File: config.mk
export PLATFORM = sky130hd
export DESIGN_NAME = sram_bus_arbiter
export DESIGN_NICKNAME = d
export VERILOG_FILES = /design/src/rtl/sram_bus_arbiter.sv
export SDC_FILE = /design/constraint.sdc
export NUM_CORES = 1
export LEC_CHECK = 0
export BUFFER_PORTS_ARGS = -buffer_cell sky130_fd_sc_hd__clkbuf_2
export CAP_MARGIN = 20
export CORE_AREA = 2 2 121 123
export CTS_CLUSTER_SIZE = 12
export DETAILED_ROUTE_END_ITERATION = 7
export DIE_AREA = 0 0 123 125
export SLEW_MARGIN = 20
export SYNTH_ARGS = -nofsm -noshare
export SYNTH_HDL_FRONTEND = slang
export SYNTH_SLANG_ARGS = --single-unit
File: constraint.sdc
create_clock -name clk -period 5.1 [get_ports clk]
set_input_delay 0.765 -clock clk [delete_from_list [all_inputs] [get_ports clk]]
set_output_delay 0.765 -clock clk [all_outputs]
set_load 0.1 [all_outputs]
File: src/rtl/sram_bus_arbiter.sv
// Two-to-one SRAM-like bus arbiter: data port has priority, one transaction
// outstanding, starvation counter forces an inst grant after STARVE_LIMIT.
module sram_bus_arbiter #(
    parameter int STARVE_LIMIT = 8
) (
    input  logic        clk,
    input  logic        rst,
    input  logic        inst_req,
    input  logic        inst_wr,
    input  logic [1:0]  inst_size,
    input  logic [31:0] inst_addr,
    input  logic [31:0] inst_wdata,
    input  logic        inst_uncached,
    output logic        inst_addr_ok,
    output logic        inst_data_ok,
    output logic [31:0] inst_rdata,
    input  logic        data_req,
    input  logic        data_wr,
    input  logic [1:0]  data_size,
    input  logic [31:0] data_addr,
    input  logic [31:0] data_wdata,
    input  logic        data_uncached,
    output logic        data_addr_ok,
    output logic        data_data_ok,
    output logic [31:0] data_rdata,
    output logic        m_req,
    output logic        m_wr,
    output logic [1:0]  m_size,
    output logic [31:0] m_addr,
    output logic [31:0] m_wdata,
    output logic        m_uncached,
    input  logic        m_addr_ok,
    input  logic        m_data_ok,
    input  logic [31:0] m_rdata
);

    localparam int CW = $clog2(STARVE_LIMIT + 1);

    typedef enum logic {IDLE, BUSY} state_t;
    typedef enum logic {INST, DATA} port_t;

    state_t        state;
    port_t         owner;
    port_t         lock_owner;
    logic          lock_valid;
    logic [CW-1:0] starve_cnt;

    port_t gnt;
    logic  gnt_valid;
    logic  cnt_full;
    logic  starved;
    logic  sel_inst;
    logic  accept;
    logic  resp;

    assign cnt_full = (starve_cnt == CW'(STARVE_LIMIT));
    assign starved  = inst_req && cnt_full;

    always_comb begin
        gnt       = DATA;
        gnt_valid = 1'b1;
        if (lock_valid)
            gnt = lock_owner;
        else if (data_req && !starved)
            gnt = DATA;
        else if (inst_req)
            gnt = INST;
        else
            gnt_valid = 1'b0;
    end

    assign sel_inst = gnt_valid && (gnt == INST);

    // Request path is transparent only while no transaction is outstanding.
    assign m_req = (state == IDLE) && gnt_valid &&
                   (sel_inst ? inst_req : data_req);

    assign m_wr       = sel_inst ? inst_wr       : data_wr;
    assign m_size     = sel_inst ? inst_size     : data_size;
    assign m_addr     = sel_inst ? inst_addr     : data_addr;
    assign m_wdata    = sel_inst ? inst_wdata    : data_wdata;
    assign m_uncached = sel_inst ? inst_uncached : data_uncached;

    assign accept       = m_req && m_addr_ok;
    assign inst_addr_ok = accept && sel_inst;
    assign data_addr_ok = accept && !sel_inst;

    assign resp         = (state == BUSY) && m_data_ok;
    assign inst_data_ok = resp && (owner == INST);
    assign data_data_ok = resp && (owner == DATA);
    assign inst_rdata   = m_rdata;
    assign data_rdata   = m_rdata;

    always_ff @(posedge clk or posedge rst) begin
        if (rst) begin
            state      <= IDLE;
            owner      <= INST;
            lock_valid <= 1'b0;
            lock_owner <= INST;
            starve_cnt <= '0;
        end else if (state == IDLE) begin
            if (accept) begin
                state      <= BUSY;
                owner      <= gnt;
                lock_valid <= 1'b0;
                if (gnt == INST || !inst_req)
                    starve_cnt <= '0;
                else if (!cnt_full)
                    starve_cnt <= starve_cnt + CW'(1);
            end else if (m_req) begin
                // Hold the source stable until the downstream takes it.
                lock_valid <= 1'b1;
                lock_owner <= gnt;
            end
        end else if (m_data_ok) begin
            state <= IDLE;
        end
    end

endmodule

Word-level counts from Yosys, hierarchy flattened
Index checks and enable logic that the tools add are counted.

storage, ports and cells
  register bits after elaboration = 8
  output and inout bits = 137
  word-level logic and storage cells = 51

cells by class
  add/subtract/negate cells = 1
  equal/unequal tests = 2
  muxes and demuxes = 19
  bitwise operators = 4
  reductions and logical operators = 20

operators with widths
  operator             number
  $mux 32              2
  $mux 1               14
  $logic_and 1x1->1    11
  $mux 4               2
  $reduce_and 3->1     2
  $add 4x1->4 const B  1
  $eq 4x4->1 const B   1
  $not 1->1            4
  $reduce_and 2->1     2
  $logic_not 1->1      3
  $mux 2               1
  $ne 2x1->1 const B   1
  $reduce_bool 2->1    1
  $logic_or 1x1->1     1

Logic depth before layout (Yosys ltp)
Gate-level depths: netlist (run 1).

  depth after elaboration = 13
  gate-level depth with buffers = 9
  depth with buffers taken out = 6

Least setup slack after synthesis (run 1)
No wires, ideal clock.

  kind = input port to output port
  start = input data_req
  end = output inst_addr_ok
  arrival time = 3.051 ns
  setup slack = 1.284 ns
  stages on the path = 7
  buffers on the path = 4
  path through = clkbuf_1 > a211o_1 > and2_1 > buf_6 > buf_6 > buf_6 > nor2_1

on the way
  cells in the longest elaborated chain, start to end = 9
  elaborated cells on any way between the ends = 12

ends and longest elaborated chain
  item                   RTL line  source
  start, declared        17        input logic data_req,
  $logic_and 1x1->1      64        else if (data_req && !starved)
  $mux 1                 64
  $mux 1                 62        if (lock_valid)
  $not 1->1              72        assign sel_inst = gnt_valid && (gnt == INST);
  $logic_and 1x1->1      72
  $mux 1                 76        (sel_inst ? inst_req : data_req);
  $logic_and 1x1->1      75        assign m_req = (state == IDLE) && gnt_valid &&
  $logic_and 1x1->1      84        assign accept = m_req && m_addr_ok;
  $logic_and 1x1->1 (*)  85        assign inst_addr_ok = accept && sel_inst;
  end, declared          14        output logic inst_addr_ok,

Every way passes the cells marked *; elsewhere a longest branch is shown, timed or not.

Worst setup path after layout (run 1)
  start = register starve_cnt[0]
  end = output m_wdata[8]

on the way
  cells in the longest elaborated chain, start to end = 9
  elaborated cells on any way between the ends = 11

ends and longest elaborated chain
  item                    RTL line  source
  start, declared         46        logic [CW-1:0] starve_cnt;
  start signal, assigned  109       starve_cnt <= starve_cnt + CW'(1);
  $eq 4x4->1 (*)          56        assign cnt_full = (starve_cnt == CW'(STARVE_LIMIT));
  $logic_and 1x1->1 (*)   57        assign starved = inst_req && cnt_full;
  $logic_not 1->1 (*)     64
  $logic_and 1x1->1 (*)   64
  $mux 1                  64
  $mux 1                  62
  $not 1->1               72
  $logic_and 1x1->1 (*)   72
  $mux 32 (*)             81        assign m_wdata = sel_inst ? inst_wdata : data_wdata;
  end, declared           30        output logic [31:0] m_wdata,

Marked as above.

==> impl_metrics.tcl, run 1 <==
set metrics [dict create \
    outcome "complete, no violations" \
    cts_resized 0 \
    final-seq-area_um2 200 \
    maxSlewHeadroom_pct 51.8 \
    first_pass_iters 4 \
    cts_setup_buffers 0 \
    clk_path_buf_depth 2 \
    portBuffers 214 \
    cts-hold-fix-buffers 0 \
    path_clk_slew_ns 0.04 \
    syn-cell-area_um2 1860 \
    mostFrequentLayoutCells "clkbuf_2 (214), mux2_2 (59), mux2_4 (9)" \
    period_share_pct 66.8 \
    synth_compound_area_share_pct 5.66 \
    synth.yosys.seq_area_share_pct 10.8 \
    crit_type "register to output port" \
    required_ns 4.34 \
    final-hold-violation-count 0 \
    via_per_inst 3.65 \
    r2r-start "lock_valid$_DFFE_PP0P_" \
    startpoint_type "register" \
    synthXorXnorAreaFrac_pct 0 \
    cts_htree_levels 1 \
    finalSetupViolCount 0 \
    yosysUniqueCellTypes 35 \
    dr_total_vias 1940 \
    synth_nets 379 \
    num_rows 44 \
    rr_worst_depth 4 \
    slew_viol_final 0 \
    rsz0062_at_grt "no" \
    grt-ovfl-total 0 \
    grt_usage_pct 8.51 \
    die_area_um2 15400 \
    fillers 1584 \
    synth.avg_cell_area_um2 9.15 \
    async_flop_share_pct 100 \
    path_cells "inv_1 > ha_1 > nand3b_1 > a211o_1 > and2_2 > buf_12 > mux2_2 > clkbuf_2" \
    multiInputGateArea_um2 1090 \
    tns_ns 0 \
    start_util_pct 13.1 \
    synthCells 203 \
    coreArea_um2 14200 \
    grt_first_pass_wirelength_mm 9.91 \
    dieHeight_um 125 \
    synth_top_family_by_area "multiplexers" \
    rrSetupSlack_ns 3.34 \
    area_growth_syn_to_layout_pct 45.9 \
    crit_slowest_cell "clkbuf_2" \
    cp_top_family "buffers and inverters" \
    synth-simple-area-share_pct 8.01 \
    clk_latency_ns 0.23 \
    r2r_end "starve_cnt[0]$_DFFE_PP0P_" \
    clock_sinks 8 \
    grt_pass1_vias 1791 \
    period_needed_ns 3.41 \
    ant_nets 0 \
    maxCapViolations 0 \
    antenna_found_initial 2 \
    synthMuxAreaShare_pct 43.6 \
    cts_made_buffers 3 \
    avgRoutedWirePerCell_um 14.3 \
    first_iter_violations 82 \
    synth_edf_count 0 \
    synth_fa_ha_area_share_pct 1.35 \
    arrival_ns 2.64 \
    crit_start "starve_cnt[0]$_DFFE_PP0P_" \
    gp_congestion 0.826 \
    timing_worst_slew_pin_value_ns 0.724 \
    cts_tree "yes" \
    fmax_mhz 294 \
    grt_max_degree 70 \
    hpwl_mm 6.83 \
    endpoint_kind "output port" \
    ys_ff_latch 8 \
    cp_num_cells 8 \
    pin_count 311 \
    synth_warnings 0 \
    synth_ff_type "dfrtp_1" \
    clock_skew_ns 0.00151 \
    die_x_um 123 \
    path_buf_inv 3 \
    layout_commonest_cell "clkbuf_2" \
    drive_gt1_share_pct 83.5 \
    drcViolationCount 0 \
    hp-class "input pin to asynchronous set/reset pin" \
    critPathMaxFanout 69 \
    cts_root_buf "clkbuf_16" \
    drt-total-wl_mm 7.58 \
    slowest_delay_ns 0.46 \
    nets 524 \
]
==> cells by family after synthesis <==
| family | count (synthesis) |
|---|---|
| AOI/OAI and AO/OA | 14 |
| adders and majority gates | 2 |
| buffers and inverters | 80 |
| DFF | 8 |
| muxes | 69 |
| and+or+nand+nor | 30 |
==> metrics by stage <==
stage	util [%]	worst slack, ns	cells	cell area [um^2]	hold WS [ns]
after floorplan	-	1.28	203	1860	0.465
after global placement	18.5	1.77	527	2630	0.502
after detailed placement	18.5	1.77	527	2630	0.514
after CTS	19.0	1.72	530	2710	0.464
after global routing	19.1	1.60	532	2710	0.492
final	19.1	1.69	532	2710	0.452
==> synth_stat cells (2+ instances only) <==
cell type / n / area (um^2)
buf_4: 64 / 480
mux2_2: 59 / 664
mux2_4: 9 / 135
dfrtp_1: 8 / 200
nand2_1: 8 / 30.0
nor2_1: 7 / 26.3
buf_2: 5 / 25.0
inv_1: 5 / 18.8
buf_6: 3 / 33.8
clkbuf_1: 3 / 11.3
nand4_1: 3 / 18.8
and3_1: 2 / 12.5
ha_1: 2 / 25.0
nand3_1: 2 / 10.0
nor3_1: 2 / 10.0
o21ai_0: 2 / 10.0
==> per-layer routing <==
metal / vias up / track usage, % / wire length (um)
met4: 0 / 3.41 / 174
met5: - / 0 / 0
met1: 857 / 9.68 / 2920
li1: 936 / - / -
met3: 13 / 2.69 / 916
met2: 134 / 14.6 / 3570
==> state kept, by name (all words and copies together), names as in the netlist <==
signal	cells
starve_cnt	4
state	1
lock_owner	1
owner	1
lock_valid	1
==> worst register-to-register path, stage by stage, from the launching register on <==
cell	delay (ns)
dfrtp_1	0.44
nand2b_1	0.24
o221ai_1	0.66
nor3_1	0.12
a21o_1	0.18
==> final cells by class <==
| class | count | share of cell area (%) |
|---|---|---|
| repair buffers | 215 | 40.3 |
| multi-input cells | 115 | 40.2 |
| well taps | 184 | 8.49 |
| flip-flops and latches | 8 | 7.39 |
| clock buffers | 3 | 2.77 |
| inverters | 5 | 0.693 |
| diodes | 2 | 0.185 |
==> worst max-delay path by stage <==
stage                     slack (ns)      endpoint
final                           1.69    m_wdata[8]
after floorplan                 1.28  inst_addr_ok
after CTS                       1.72     m_addr[5]
after global routing            1.60    m_wdata[8]
after detailed placement        1.77     m_addr[5]
after global placement          1.77    m_wdata[8]
Power of run 1 is left out: the tool's default activity adds up to more than one toggle a clock period on the data nets, which glitch-free logic cannot reach.
==> inputs of run 2 (changes only) <==
--- a/config.mk
+++ b/config.mk
@@ -5,12 +5,13 @@
 export SDC_FILE = /design/constraint.sdc
 export NUM_CORES = 1
 export LEC_CHECK = 0
+export ABC_AREA = 1
 export BUFFER_PORTS_ARGS = -buffer_cell sky130_fd_sc_hd__clkbuf_2
 export CAP_MARGIN = 20
-export CORE_AREA = 2 2 121 123
+export CORE_AREA = 2 2 119 121
 export CTS_CLUSTER_SIZE = 12
 export DETAILED_ROUTE_END_ITERATION = 7
-export DIE_AREA = 0 0 123 125
+export DIE_AREA = 0 0 121 123
 export SLEW_MARGIN = 20
 export SYNTH_ARGS = -nofsm -noshare
 export SYNTH_HDL_FRONTEND = slang
==> constraint.sdc (replaced) <==
create_clock -name clk -period 3.3 [get_ports clk]
set_input_delay 0.495 -clock clk [delete_from_list [all_inputs] [get_ports clk]]
set_output_delay 0.495 -clock clk [all_outputs]
set_load 0.1 [all_outputs]
==> run 2 against run 1 <==
  * Worst hold slack worse by 0.26 ns
  * Synthesized area increased by 2.7%
  * Non-clock buffer count is 1 higher
  * First-iteration DRC count up 3.7%
  * Via count rose by 27%
  * Critical endpoint is now m_wdata[17]
==> impl_metrics.tcl, run 2 <==
set metrics [dict create \
    synth_area_leader_cell "nand2_1" \
    finalWorstSetupSlack_ns 0.333 \
    dieHeight_um 123 \
    pin_count 311 \
    clk_path_buf_depth 2 \
    synth_nets 528 \
    synth_warnings 0 \
    netlist.area_leader.share_pct 42.7 \
    critPathMaxFanout 41 \
    grt_pass1_vias 2310 \
    ys_top_cells_by_count "nand2_1 (217), buf_4 (68), inv_1 (10)" \
    yosysUniqueCellTypes 25 \
    crit_start "starve_cnt[0]$_DFFE_PP0P_" \
    place_ws_ns 0.547 \
    endpoint_kind "output port" \
    required_ns 2.80 \
    fin_util_pct 27.8 \
    r2r-start "starve_cnt[0]$_DFFE_PP0P_" \
    avgRoutedWirePerCell_um 11.5 \
    num_rows 43 \
    first_pass_iters 4 \
    start_util_pct 14.0 \
    cts_root_buf "clkbuf_16" \
    largest_register_ffs 4 \
    diodes 0 \
    crit_slowest_cell "dfrtp_1" \
    ys_ff_latch 8 \
    cts_htree_levels 1 \
    startpoint_type "register" \
    path_buf_inv 4 \
    finalSetupViolCount 0 \
    coreArea_um2 13600 \
    mostFrequentLayoutCells "nand2_1 (217), clkbuf_2 (144), buf_12 (71)" \
    cp_num_cells 11 \
    cts_setup_buffers 0 \
    timing_worst_slew_pin_value_ns 0.540 \
    grt-ovfl-total 0 \
    grt_first_pass_wirelength_mm 11.1 \
    drive_gt1_share_pct 47.7 \
    period_needed_ns 2.97 \
    cts_made_buffers 3 \
    die_x_um 121 \
    rr_worst_depth 8 \
    synth_edf_count 0 \
    grt_max_degree 42 \
    tns_ns 0 \
    clk_latency_ns 0.23 \
    fmax_mhz 337 \
    hpwl_mm 6.59 \
    cts-hold-fix-buffers 0 \
    ant_nets 0 \
    clock_skew_ns 0.00185 \
    portBuffers 214 \
    layout_commonest_cell "nand2_1" \
    clock_sinks 8 \
    arrival_ns 2.47 \
    syn-cell-area_um2 1910 \
    drt-total-wl_mm 7.75 \
    synth_ff_type "dfrtp_1" \
    area_growth_syn_to_layout_pct 98.4 \
    first_iter_violations 85 \
    async_flop_share_pct 100 \
    dr_total_vias 2472 \
    die_area_um2 14900 \
    cp_top_family "buffers and inverters" \
    gp_congestion 0.834 \
    drcViolationCount 0 \
    synth_most_common_cell "nand2_1" \
    period_share_pct 89.9 \
    cts_tree "yes" \
    rrSetupSlack_ns 1.33 \
    crit_type "register to output port" \
    maxSlewHeadroom_pct 64.1 \
    endpoint "m_wdata[17]" \
    outcome "complete, no violations" \
    grt_usage_pct 9.49 \
    maxCapViolations 0 \
    synthCells 352 \
    hp-class "input pin to asynchronous set/reset pin" \
    synth_top_cells_by_area "nand2_1 (43%), buf_4 (27%), dfrtp_1 (10%)" \
    cpMostUsedCell "nand2_1" \
    synth.yosys.seq_area_share_pct 10.5 \
    top_register "starve_cnt" \
    fillers 1469 \
    slowest_delay_ns 0.38 \
    antenna_found_initial 0 \
    cts_resized 0 \
    r2r_end "lock_owner$_DFFE_PP0P_" \
    path_clk_slew_ns 0.04 \
    final-hold-violation-count 0 \
    synth.avg_cell_area_um2 5.42 \
    rsz0062_at_grt "no" \
    path_cells "inv_1 > ha_1 > nand3_2 > nand2_1 > nand2_2 > nand2_4 > inv_4 > buf_12 > nand2_1 > nand2_1 > buf_12" \
    nets 671 \
    via_per_inst 3.67 \
    slew_viol_final 0 \
]
==> run 2: cell count changes after synthesis, sizes merged, moves of 2 or more <==
cell and delta:
and3 -2, buf +6, clkbuf -3, inv +9, mux2 -68, nand2 +211
nand3 +5, nand4 -3, nor2 +5, nor3 -2, o21bai +4
==> run 2: per-stage QoR <==
| stage | hold slack [ns] | cells | cell area [um^2] |
|---|---|---|---|
| after floorplan | 0.311 | 352 | 1910 |
| after global placement | 0.437 | 670 | 3710 |
| after detailed placement | 0.442 | 670 | 3710 |
| after CTS | 0.203 | 673 | 3780 |
| after global routing | 0.211 | 673 | 3780 |
| final | 0.192 | 673 | 3780 |
==> run 2: worst min path at each step <==
stage                     start                   endpoint  slack, ns  cells past startpoint
after floorplan             rst     lock_owner$_DFFE_PP0P_       0.31                      1
after global placement      rst          owner$_DFFE_PP0P_       0.44                      2
after detailed placement    rst          owner$_DFFE_PP0P_       0.44                      2
after CTS                   rst          owner$_DFFE_PP0P_       0.20                      2
after global routing        rst  starve_cnt[3]$_DFFE_PP0P_       0.21                      2
final                       rst  starve_cnt[3]$_DFFE_PP0P_       0.19                      2
==> run 2: layout make-up <==
type                       count  area [um^2]  share of cell area [%]
clock buffer                   3         75.1                    1.98
inverter                      14         55.1                    1.45
multi-input combinational    252         1080                    28.5
sequential                     8          200                    5.29
tap                          180          225                    5.95
timing repair buffer         216         2150                    56.8
==> run 2: cell families (layout without fill, tap and decap cells) <==
group                    count (synthesis)  in the layout  synth area share (%)
adder cells (fa/ha/maj)                  2              2                  1.31
buffers and inverters                   92            233                  32.9
XOR/XNOR                                 2              2                 0.918
flip-flops                               8              8                  10.5
AND/OR/NAND/NOR                        240            240                  51.4
AO/OA/AOI/OAI                            8              8                  2.95
==> run 2: metal layers <==
| layer | vias up | track usage (%) | part of all wire [%] | wire (um) |
|---|---|---|---|---|
| met4 | 0 | 3.71 | 2.8 | 214 |
| li1 | 1267 | - | - | - |
| met2 | 186 | 17.0 | 50 | 3870 |
| met5 | - | 0 | 0 | 0 |
| met3 | 18 | 3.51 | 13 | 988 |
| met1 | 1001 | 10.1 | 35 | 2680 |
Power of run 2 is left out for the same reason.
==> inputs of run 3 (changes only) <==
--- a/config.mk
+++ b/config.mk
@@ -12,6 +12,7 @@
 export CTS_CLUSTER_SIZE = 12
 export DETAILED_ROUTE_END_ITERATION = 7
 export DIE_AREA = 0 0 121 123
+export RECOVER_POWER = 100
 export SLEW_MARGIN = 20
 export SYNTH_ARGS = -nofsm -noshare
 export SYNTH_HDL_FRONTEND = slang
==> run 3 against run 2 <==
  * First-iteration DRC count up 27%
  * Final cell count did not move
  * Count of clock-buffer cells in the layout unchanged
  * Global-route usage unchanged
  * Worst hold slack got worse by 0.0047 ns
  * Core utilization shrank 5.3 points
  * Critical path depth did not move
  * Via count is 0.28% higher
  * Routed wire length rose by 1.8%
  * Fmax decreased by 2.0%
  * Die area is the same
  * Flip-flop and latch count did not move
==> impl_metrics.tcl, run 3 (synthesis gave the netlist of run 2 again) <==
set metrics [dict create \
    arrival_ns 2.53 \
    crit_slowest_cell "dfrtp_1" \
    period_share_pct 91.7 \
    rsz0062_at_grt "no" \
    dr_total_vias 2479 \
    clk_path_buf_depth 2 \
    cpMostUsedCell "nand2_1" \
    cts_setup_buffers 0 \
    maxCapViolations 0 \
    grt_usage_pct 9.49 \
    start_util_pct 14.0 \
    coreArea_um2 13600 \
    mostFrequentLayoutCells "nand2_1 (217), clkbuf_2 (163), buf_4 (23)" \
    required_ns 2.80 \
    clock_sinks 8 \
    avgRoutedWirePerCell_um 11.7 \
    cts-hold-fix-buffers 0 \
    hpwl_mm 6.59 \
    period_needed_ns 3.03 \
    multiInputGateArea_um2 1050 \
    cts_htree_levels 1 \
    antenna_found_initial 0 \
    cts_tree "yes" \
    slowest_delay_ns 0.38 \
    fillers 1563 \
    slew_viol_final 0 \
    drt-total-wl_mm 7.89 \
    ant_nets 0 \
    largest_register_ffs 4 \
    grt_max_degree 42 \
    endpoint_kind "output port" \
    timing_worst_slew_pin_value_ns 1.17 \
    path_cells "inv_1 > ha_1 > nand3_1 > nand2_1 > nand2_2 > nand2_4 > inv_4 > buf_12 > nand2_1 > nand2_1 > clkbuf_4" \
    pin_count 311 \
    clock_skew_ns 0.00216 \
    cts_root_buf "clkbuf_16" \
    final-hold-violation-count 0 \
    top_register "starve_cnt" \
    final-seq-area_um2 200 \
    portBuffers 214 \
    clk_latency_ns 0.23 \
    nets 671 \
    num_rows 43 \
    hp-class "input pin to asynchronous set/reset pin" \
    drcViolationCount 0 \
    placed_area_um2 3710 \
    grt-ovfl-total 0 \
    crit_type "register to output port" \
    diodes 0 \
    cts_resized 0 \
    outcome "complete, no violations" \
    die_x_um 121 \
    drive_gt1_share_pct 46.2 \
    critPathMaxFanout 41 \
    postLayoutCellArea_um2 3070 \
    dieHeight_um 123 \
    grt_first_pass_wirelength_mm 11.1 \
    startpoint_type "register" \
    cts_made_buffers 3 \
    via_per_inst 3.68 \
    tns_ns 0 \
    fmax_mhz 330 \
    area_growth_syn_to_layout_pct 60.8 \
    layout_commonest_cell "nand2_1" \
    first_iter_violations 108 \
    path_clk_slew_ns 0.04 \
    maxSlewHeadroom_pct 22.6 \
    finalSetupViolCount 0 \
    first_pass_iters 4 \
    gp_congestion 0.834 \
    grt_pass1_vias 2310 \
    die_area_um2 14900 \
]
[run 3: cell count changes in the layout (fill, tap and decap cells not counted), moves of 3 or more]
cell / before / now
clkbuf_2: 144 / 163
buf_12: 71 / 21
clkbuf_1: 0 / 3
buf_4: 1 / 23
clkbuf_4: 0 / 5
nand3_1: 3 / 6
[run 3: area by class of cell]
type	count	share of cell area, %
Inverter	14	1.79
Tap cell	180	7.34
Multi-Input combinational cell	252	34.2
Clock buffer	3	2.45
Timing Repair Buffer	216	47.7
Sequential cell	8	6.53
[run 3: per-layer routing]
| layer | global-route usage, % | part of all wire (%) | up-vias |
|---|---|---|---|
| li1 | - | - | 1270 |
| met1 | 10.1 | 35 | 992 |
| met2 | 17.0 | 49 | 197 |
| met3 | 3.51 | 13 | 20 |
| met4 | 3.71 | 2.8 | 0 |
| met5 | 0 | 0 | - |
[run 3: final timing paths]
kind / from / to / slack (ns) / cells after the start
max: starve_cnt[0]$_DFFE_PP0P_ / m_addr[16] / 0.27 / 11
min reg2reg: lock_owner$_DFFE_PP0P_ / lock_owner$_DFFE_PP0P_ / 0.50 / 2
max in group asynchronous: rst / lock_owner$_DFFE_PP0P_ / 2.87 / 2
min: rst / starve_cnt[3]$_DFFE_PP0P_ / 0.19 / 2
max reg2reg: starve_cnt[0]$_DFFE_PP0P_ / starve_cnt[0]$_DFFE_PP0P_ / 1.20 / 10
min in group clk: lock_owner$_DFFE_PP0P_ / lock_owner$_DFFE_PP0P_ / 0.50 / 2
[run 3: critical path: cells and delay by family (launching register included)]
| kind | cells | cell delay (ns) |
|---|---|---|
| flops | 1 | 0.38 |
| buf+inv | 4 | 1.00 |
| simple gates | 6 | 0.68 |
| fa+ha+maj | 1 | 0.20 |
[run 3: per-stage QoR]
stage	hold WS [ns]	util [%]	std cells	setup slack, ns
2_1_floorplan	0.311	-	352	0.388
3_3_place_gp	0.437	27.3	670	0.586
3_5_place_dp	0.442	27.3	670	0.547
4_1_cts	0.203	27.8	673	0.294
5_1_grt	0.211	22.5	673	0.0632
6_report	0.188	22.5	673	0.273
Power of run 3 is left out for the same reason.
